<file path="src/rtl/placement_eval.sv">
// Wirelength evaluator: walks the edge-list ROMs, fetches both endpoint positions
// and accumulates Manhattan length, half-length (1-hop) length and the longest edge.
module placement_eval #(
  parameter int N_EDGE = 96,
  parameter int W      = 32
) (
  input  logic                clk,
  input  logic                reset,
  input  logic                start,
  output logic                busy,
  output logic                done,
  output logic                ea_re,
  output logic                eb_re,
  output logic [W-1:0]        ea_addr,
  output logic [W-1:0]        eb_addr,
  input  logic [W-1:0]        ea_data,
  input  logic [W-1:0]        eb_data,
  output logic                px_re,
  output logic                py_re,
  output logic [W-1:0]        px_addr,
  output logic [W-1:0]        py_addr,
  input  logic signed [W-1:0] px_data,
  input  logic signed [W-1:0] py_data,
  output logic signed [W-1:0] sum,
  output logic signed [W-1:0] sum_1hop,
  output logic [W-1:0]        max_len,
  output logic                unplaced
);

  typedef enum logic [2:0] {
    IDLE, FETCH_E, LOAD_E, LOAD_A, LOAD_B, ACC, DONE
  } state_t;

  localparam logic [W-1:0] LAST = W'((N_EDGE > 0) ? N_EDGE - 1 : 0);
  localparam logic [W-1:0] ONE  = W'(1);

  state_t              state;
  logic [W-1:0]        i;
  logic [W-1:0]        node_a, node_b;
  logic signed [W-1:0] xa, ya, xb, yb;

  logic signed [W-1:0] diff_x, diff_y;
  logic [W-1:0]        dx, dy, len, hop;
  logic                edge_unplaced;

  // NOTE: always_comb assigns every signal on every path; a missing assignment
  // would infer a latch.
  always_comb begin
    diff_x        = xa - xb;
    diff_y        = ya - yb;
    dx            = diff_x[W-1] ? -diff_x : diff_x;
    dy            = diff_y[W-1] ? -diff_y : diff_y;
    len           = dx + dy;
    hop           = (dx >> 1) + {{(W-1){1'b0}}, dx[0]}
                  + (dy >> 1) + {{(W-1){1'b0}}, dy[0]} - ONE;
    edge_unplaced = (xa == '1) || (ya == '1) || (xb == '1) || (yb == '1);
  end

  // The position address must follow ea_data in the same cycle it becomes valid,
  // so the strobes and addresses are decoded straight from the state.
  assign busy    = (state != IDLE);
  assign done    = (state == DONE);
  assign ea_re   = (state == FETCH_E);
  assign eb_re   = (state == FETCH_E);
  assign ea_addr = i;
  assign eb_addr = i;
  assign px_re   = (state == LOAD_E) || (state == LOAD_A);
  assign py_re   = px_re;
  assign px_addr = (state == LOAD_E) ? ea_data : node_b;
  assign py_addr = px_addr;

  // NOTE: sequential state uses non-blocking assignments only, and every
  // register, including the captured operands, is cleared by the async reset.
  always_ff @(posedge clk or negedge reset) begin
    if (!reset) begin
      state    <= IDLE;
      i        <= '0;
      node_a   <= '0;
      node_b   <= '0;
      xa       <= '0;
      ya       <= '0;
      xb       <= '0;
      yb       <= '0;
      sum      <= '0;
      sum_1hop <= '0;
      max_len  <= '0;
      unplaced <= 1'b0;
    end else begin
      case (state)
        IDLE: begin
          if (start) begin
            i        <= '0;
            sum      <= '0;
            sum_1hop <= '0;
            max_len  <= '0;
            unplaced <= 1'b0;
            state    <= (N_EDGE == 0) ? DONE : FETCH_E;
          end
        end
        FETCH_E: state <= LOAD_E;
        LOAD_E: begin
          node_a <= ea_data;
          node_b <= eb_data;
          state  <= LOAD_A;
        end
        LOAD_A: begin
          xa    <= px_data;
          ya    <= py_data;
          state <= LOAD_B;
        end
        LOAD_B: begin
          xb    <= px_data;
          yb    <= py_data;
          state <= ACC;
        end
        ACC: begin
          if (edge_unplaced) begin
            unplaced <= 1'b1;
          end else begin
            sum      <= sum + $signed(len - ONE);
            sum_1hop <= sum_1hop + $signed(hop);
            if (len > max_len) max_len <= len;
          end
          if (i == LAST) begin
            state <= DONE;
          end else begin
            i     <= i + ONE;
            state <= FETCH_E;
          end
        end
        DONE:    state <= IDLE;
        default: state <= IDLE;
      endcase
    end
  end

endmodule

</file>
<file path="config.mk">
export PLATFORM = sky130hd
export DESIGN_NAME = placement_eval
export DESIGN_NICKNAME = d
export VERILOG_FILES = /design/src/rtl/placement_eval.sv
export SDC_FILE = /design/constraint.sdc
export NUM_CORES = 1
export LEC_CHECK = 0
export BUFFER_PORTS_ARGS = -buffer_cell sky130_fd_sc_hd__buf_2
export CAP_MARGIN = 0
export CORE_ASPECT_RATIO = 1.75
export CORE_MARGIN = 8
export CORE_UTILIZATION = 40
export CTS_BUF_LIST = sky130_fd_sc_hd__clkbuf_8
export DETAILED_ROUTE_END_ITERATION = 8
export HOLD_SLACK_MARGIN = 0.06
export MAX_ROUTING_LAYER = met4
export PLACE_DENSITY_LB_ADDON = 0.25
export SETUP_SLACK_MARGIN = 0.4
export SLEW_MARGIN = 0
export SYNTH_ARGS = -nofsm -noshare
export SYNTH_HDL_FRONTEND = slang
export SYNTH_SLANG_ARGS = --single-unit
</file>
<file path="constraint.sdc">
create_clock -name clk -period 11.75 [get_ports clk]
set_clock_uncertainty 0.1 [all_clocks]
set_input_delay 1.7625 -clock clk [delete_from_list [all_inputs] [get_ports clk]]
set_output_delay 1.7625 -clock clk [all_outputs]
set_load 0.01 [all_outputs]
</file>
# ---- Yosys cells after proc, flatten, opt, wreduce, memory -nomap -nowiden
# Index checks and enable logic that the tools add are counted.
dict set report classes {
  add_sub_neg 13
  n_lt_le_gt_ge 1
  eq_ne 16
  n_mux 19
  n_reduce_logical 11
}
# operator count
set ops {}
lappend ops {{32-bit two-way mux} 9}
lappend ops {{32-bit case mux with 2 select lines} 4}
lappend ops {{32-bit == test (second input constant)} 4}
lappend ops {{32-bit adder} 3}
lappend ops {{32-bit negator} 2}
lappend ops {{32-bit by 1-bit subtractor with 32-bit output (second input constant)} 2}
lappend ops {{32-bit subtractor} 2}
lappend ops {{31-bit by 1-bit adder with 32-bit output} 1}
lappend ops {{32-bit by 1-bit adder with 32-bit output} 1}
lappend ops {{32-bit by 1-bit adder with 32-bit output (second input constant)} 1}
lappend ops {{32-bit by 31-bit adder with 32-bit output} 1}
lappend ops {{32-bit by 7-bit == test with 1-bit output (second input constant)} 1}
lappend ops {{32-bit > comparator} 1}
lappend ops {{3-bit case mux with 6 select lines} 1}
lappend ops {{2-bit inequality test (second input constant)} 5}
lappend ops {{3-bit == test (second input constant)} 3}
lappend ops {{3-bit AND reduction} 3}
lappend ops {{3-bit by 2-bit == test with 1-bit output (second input constant)} 2}
lappend ops {{3-bit two-way mux} 2}
lappend ops {{1-bit logical OR} 4}
lappend ops {{4-bit AND reduction} 1}
lappend ops {{3-bit by 1-bit == test with 1-bit output (second input constant)} 1}
lappend ops {{3-bit zero test} 1}
lappend ops {{3-bit nonzero test} 1}
lappend ops {{3 further kinds} 4}
dict set report totals {
  register_bits 292
  output_inout_bits 231
  elab_cells 71
}

# ---- Longest topological paths before layout
dict set report logic_depth {
  depth_word 10
  depth_mapped 47
}

# ---- Worst setup path after synthesis
# Ideal clock, no wire load.
dict set report synth_path {
  path_kind {reg2reg}
  from {reg ya[12]}
  to {reg sum[31]}
  setup_ns 0.128
  arrival_time_ns 8.185
  slack_ns 3.337
  stages_incl_launch_ff 44
  n_path_buf 3
  cell_sequence {dfrtp_1 ha_1 clkbuf_1 a21oi_1 o211a_1 o31ai_1 o21bai_1 o21ai_0 xnor2_1 clkbuf_1 clkbuf_1 nand2_1 o21ai_0 ha_1 a21o_1 a21oi_1 o21bai_1 o311ai_0 [8 not listed] inv_1 ha_1 inv_1 ha_1 a21o_1 a21oi_1 o21ai_0 a21o_1 nand3_1 nand2_1 a41o_1 o41ai_1 o21ai_0 a21oi_1 xor2_1 nand3_1 nor3b_2 mux2i_1}
}
dict set report synth_via {
  elab_chain_cells 8
  elab_cells_between_ends 14
}
# item line_no
set synth_rtl {}
lappend synth_rtl {{start: declaration} 40} ;# logic signed [W-1:0] xa, ya, xb, yb;
lappend synth_rtl {{start signal: assignment} 108} ;# ya <= py_data;
lappend synth_rtl {{32-bit subtractor} 50} ;# diff_y = ya - yb;
lappend synth_rtl {{32-bit negator} 52} ;# dy = diff_y[W-1] ? -diff_y : diff_y;
lappend synth_rtl {{32-bit two-way mux} 52}
lappend synth_rtl {{32-bit adder} 53} ;# len = dx + dy;
lappend synth_rtl {{32-bit by 1-bit subtractor with 32-bit output} 120} ;# sum <= sum + $signed(len - ONE);
lappend synth_rtl {{32-bit adder} 120}
lappend synth_rtl {{32-bit two-way mux} 117} ;# if (edge_unplaced) begin
lappend synth_rtl {{32-bit case mux with 2 select lines} 89} ;# case (state)
lappend synth_rtl {{end signal: assignment} 120}
lappend synth_rtl {{end: declaration} 24} ;# output logic signed [W-1:0] sum,
# Several ways; a longest one is shown, not always the timed one. The select of a mux whose other input is x is not followed.
# A chain may end at the register's enable or synchronous reset.

# ---- Worst setup path in the final report
dict set report layout_path {
  from {reg xa[6]}
  to {reg sum[31]}
}
dict set report layout_via {
  elab_chain_cells 8
  elab_cells_between_ends 14
}
# item line_no
set layout_rtl {}
lappend layout_rtl {{start: declaration} 40}
lappend layout_rtl {{start signal: assignment} 107} ;# xa <= px_data;
lappend layout_rtl {{32-bit subtractor} 49} ;# diff_x = xa - xb;
lappend layout_rtl {{32-bit negator} 51} ;# dx = diff_x[W-1] ? -diff_x : diff_x;
lappend layout_rtl {{32-bit two-way mux} 51}
lappend layout_rtl {{32-bit adder} 53}
lappend layout_rtl {{32-bit by 1-bit subtractor with 32-bit output} 120}
lappend layout_rtl {{32-bit adder} 120}
lappend layout_rtl {{32-bit two-way mux} 117}
lappend layout_rtl {{32-bit case mux with 2 select lines} 89}
# Several ways; a longest one is shown, not always the timed one. The select of a mux whose other input is x is not followed.

==> load_flow_metrics.sql <==
INSERT INTO impl_metrics (metric_group, metric, value, unit) VALUES
('run_status', 'status', 'complete, no violations', ''),
('drt', 'vias_per_inst', '5.22', ''),
('critical_path', 'crit_arrival', '10.13', 'ns'),
('logic_synthesis', 'seq_area_frac_synth', '29.5', '%'),
('timing', 'maxClockFrequency', '103', 'MHz'),
('layout', 'syn2layout_area_growth', '12.9', '%'),
('place', 'gpl.final_weighted_congestion', '0.902', ''),
('logic_synthesis', 'post_synthesis_compound_gate_area_fraction', '17.9', '%'),
('timing', 'final-setup-viol-count', '0', ''),
('clock_tree', 'post_cts_hold_buffer_count', '0', ''),
('die', 'floorplan.io_pins', '362', ''),
('layout', 'layout-drive-gt1-share', '17.9', '%'),
('critical_path', 'timing_worst_setup_path_type', 'register to register', ''),
('logic_synthesis', 'synthCells', '2969', ''),
('die', 'floorplan.die_area', '70400', 'um2'),
('layout', 'nNetsFinal', '3654', ''),
('global_routing', 'globalRouteOverflowTotal', '0', ''),
('logic_synthesis', 'combinational_family_with_the_most_area_after_synthesis', 'compound AO/OA/AOI/OAI gates', ''),
('die', 'initial_utilization', '40.4', '%'),
('logic_synthesis', 'async_flop_share', '100', '%'),
('critical_path', 'regToRegStartpoint', 'xa[6]', ''),
('logic_synthesis', 'synth_adder_area_share', '15.5', '%'),
('clock_tree', 'numCtsBuffers', '51', ''),
('clock_tree', 'post_cts_resize_count', '0', ''),
('clock_tree', 'clkSinkCount', '292', ''),
('clock_tree', 'max-clock-path-buffers', '3', ''),
('clock_tree', 'post-cts-setup-buffer-count', '0', ''),
('clock_tree', 'clkTransAtPathRegs', '0.06', 'ns'),
('critical_path', 'critical_path.endpoint_type', 'register', ''),
('critical_path', 'setup.worst_path.end', 'sum[31]', ''),
('global_routing', 'vias_in_the_first_global_route', '21900', ''),
('logic_synthesis', 'post_synth_main_area_contributors', 'sky130_fd_sc_hd__dfrtp_1 (30%), sky130_fd_sc_hd__ha_1 (13%), sky130_fd_sc_hd__inv_1 (6.0%), sky130_fd_sc_hd__nand2_1 (5.4%), sky130_fd_sc_hd__o21ai_0 (4.7%)', ''),
('critical_path', 'max_stage_delay_on_crit_path', '0.78', 'ns'),
('logic_synthesis', 'edff_count_synth', '0', ''),
('logic_synthesis', 'post_synth_and_or_nand_nor_area_fraction', '16.5', '%'),
('global_routing', 'grt_first_pass_wirelength', '115', 'mm'),
('critical_path', 'timing.critical_path.from_type', 'register', ''),
('die', 'placement_rows', '120', ''),
('clock_tree', 'clk-insertion-delay-late', '0.68', 'ns'),
('drt', 'detail_route.drc_violations', '0', ''),
('logic_synthesis', 'synth.lib_cells_used.distinct', '94', ''),
('drt', 'wirelength', '72.2', 'mm'),
('logic_synthesis', 'synth_common_cells', 'sky130_fd_sc_hd__inv_1 (399), sky130_fd_sc_hd__nand2_1 (359), sky130_fd_sc_hd__dfrtp_1 (292)', ''),
('global_routing', 'grt_util_all_layers', '20.7', '%'),
('logic_synthesis', 'ys_seq_elements', '292', ''),
('logic_synthesis', 'synthMuxAreaShare', '3.22', '%'),
('drt', 'wl_per_cell', '17.7', 'um'),
('die', 'die_h', '345', 'um'),
('layout', 'final.fill_count', '6237', ''),
('logic_synthesis', 'synthesis_warnings', '0', ''),
('worst_hold_path', 'worstHoldPathType', 'register to register', ''),
('timing', 'grt_setup_unrepaired', 'false', ''),
('timing', 'layout_setup_ws', '2.08', 'ns'),
('timing', 'count_of_endpoints_failing_hold_in_the_final_timing_report', '0', ''),
('critical_path', 'critical-path-slowest-cell', 'sky130_fd_sc_hd__a211oi_4', ''),
('clock_tree', 'cts_root_buf', 'sky130_fd_sc_hd__clkbuf_8', ''),
('clock_tree', 'tritoncts_clock_tree', 'done', ''),
('critical_path', 'worst_ep_required_time', '12.21', 'ns'),
('drt', 'dr_total_vias', '21300', ''),
('drt', 'starting_drc_count_in_detailed_routing', '827', ''),
('timing', 'relSlewSlack', '23.2', '%'),
('die', 'floorplan_core_area', '61300', 'um2'),
('timing', 'timing_max_transition_violations_final', '0', ''),
('critical_path', 'ff2ff_path_depth', '39', ''),
('flow_run', 'max_cap_violations', '0', ''),
('critical_path', 'cp-startpoint', 'xa[6]', ''),
('logic_synthesis', 'synthesis.area_per_instance', '8.34', 'um2'),
('logic_synthesis', 'synth_xor_area_share', '7.85', '%'),
('logic_synthesis', 'cell_accounting_for_the_most_synthesized_area', 'sky130_fd_sc_hd__dfrtp_1', ''),
('logic_synthesis', 'post-synth-top-count-cell', 'sky130_fd_sc_hd__inv_1', ''),
('place', 'sum_of_net_half_perimeters_after_detailed_placement', '58.6', 'mm');
worst max-delay path: cells and delay by family, from the launching register on:
kind / cells / cell delay, ns
buf+inv: 2 / 0.12
fa+ha+maj: 4 / 1.34
compound gates: 23 / 5.82
mux: 1 / 0.14
flops: 1 / 0.44
simple gates: 6 / 0.69
xor+xnor: 3 / 0.90
final cells by class:
cell class | instances | area, um2 | area share (%)
sequential | 292 | 7310 | 26.1
timing repair buffer | 376 | 1940 | 6.94
antenna | 8 | 20.0 | 0.0716
multi-input combinational | 2118 | 15100 | 54.0
clock inverter | 27 | 211 | 0.756
inverter | 399 | 1500 | 5.36
tap | 793 | 992 | 3.55
clock buffer | 64 | 881 | 3.15
layer usage:
layer  wire [um]  global-route usage (%)
met1       29000                    22.4
met2       36900                    37.0
met3        3850                    4.03
met4        2520                    7.57
met5           0                       -
flip-flops by register name, indices dropped and copies added (netlist names):
register,flops
yb,32
ya,32
max_len,32
ea_addr,32
xa,32
state,3
sum,32
sum_1hop,32
node_b,32
xb,32
unplaced,1
cell usage in the layout, fill, tap and decap left out, types with 9 or more instances in the layout:
master                     Yosys  routed
sky130_fd_sc_hd__xnor2_1     125     125
sky130_fd_sc_hd__o21bai_1     38      37
sky130_fd_sc_hd__and3_1       20      20
sky130_fd_sc_hd__a21oi_1     171     171
sky130_fd_sc_hd__ha_1        249     249
sky130_fd_sc_hd__or3_1        16      16
sky130_fd_sc_hd__o21ai_0     233     233
sky130_fd_sc_hd__nor3_1       34      34
sky130_fd_sc_hd__nand2_1     359     357
sky130_fd_sc_hd__buf_2         9     360
sky130_fd_sc_hd__a31oi_1      10      10
sky130_fd_sc_hd__a211oi_1     13      13
sky130_fd_sc_hd__or2_2        10      10
sky130_fd_sc_hd__o21ai_1       9       9
sky130_fd_sc_hd__inv_1       399     411
sky130_fd_sc_hd__nand3_1     104     104
sky130_fd_sc_hd__nor4_1       22      22
sky130_fd_sc_hd__dfrtp_1     292     292
sky130_fd_sc_hd__nand4_1      59      59
sky130_fd_sc_hd__fa_1         36      36
sky130_fd_sc_hd__o31ai_1      15      15
sky130_fd_sc_hd__buf_4        66      14
sky130_fd_sc_hd__nor2_1      129     129
sky130_fd_sc_hd__a21o_1       80      80
sky130_fd_sc_hd__clkbuf_8      0      64
sky130_fd_sc_hd__mux2_2       69      69
sky130_fd_sc_hd__nor2b_1      24      23
sky130_fd_sc_hd__and2_1       13      13
sky130_fd_sc_hd__nand2b_1     27      27
sky130_fd_sc_hd__xor2_1       86      86
cell families (layout without fill, tap and decap cells):
| family | after synthesis | in the layout |
|---|---|---|
| fa+ha+maj | 285 | 285 |
| compound gates | 690 | 690 |
| mux | 71 | 71 |
| buf+inv | 559 | 866 |
| simple gates | 856 | 856 |
| xor+xnor | 216 | 216 |
| other cells | 0 | 8 |
| flops | 292 | 292 |
worst min-delay path by stage:
stage / from / endpoint / depth (start not counted)
3_5_place_dp: node_b[17] / node_b[17] / 2
3_3_place_gp: node_b[31] / node_b[31] / 2
6_report: node_b[1] / node_b[1] / 2
2_1_floorplan: node_b[0] / node_b[0] / 2
4_1_cts: node_b[21] / node_b[21] / 2
5_1_grt: node_b[11] / node_b[11] / 2
metrics by stage:
step / cells / area, um2 / util (%)
6_report: 4077 / 28000 / 45.6
5_1_grt: 4077 / 28000 / 45.6
4_1_cts: 4069 / 27900 / 45.6
3_5_place_dp: 3978 / 26900 / 43.8
3_3_place_gp: 3978 / 26900 / 43.8
2_1_floorplan: 2969 / 24800 / -
Power is not shown: default switching activity piles up to over one toggle a cycle in this logic, so the estimate is an artifact.
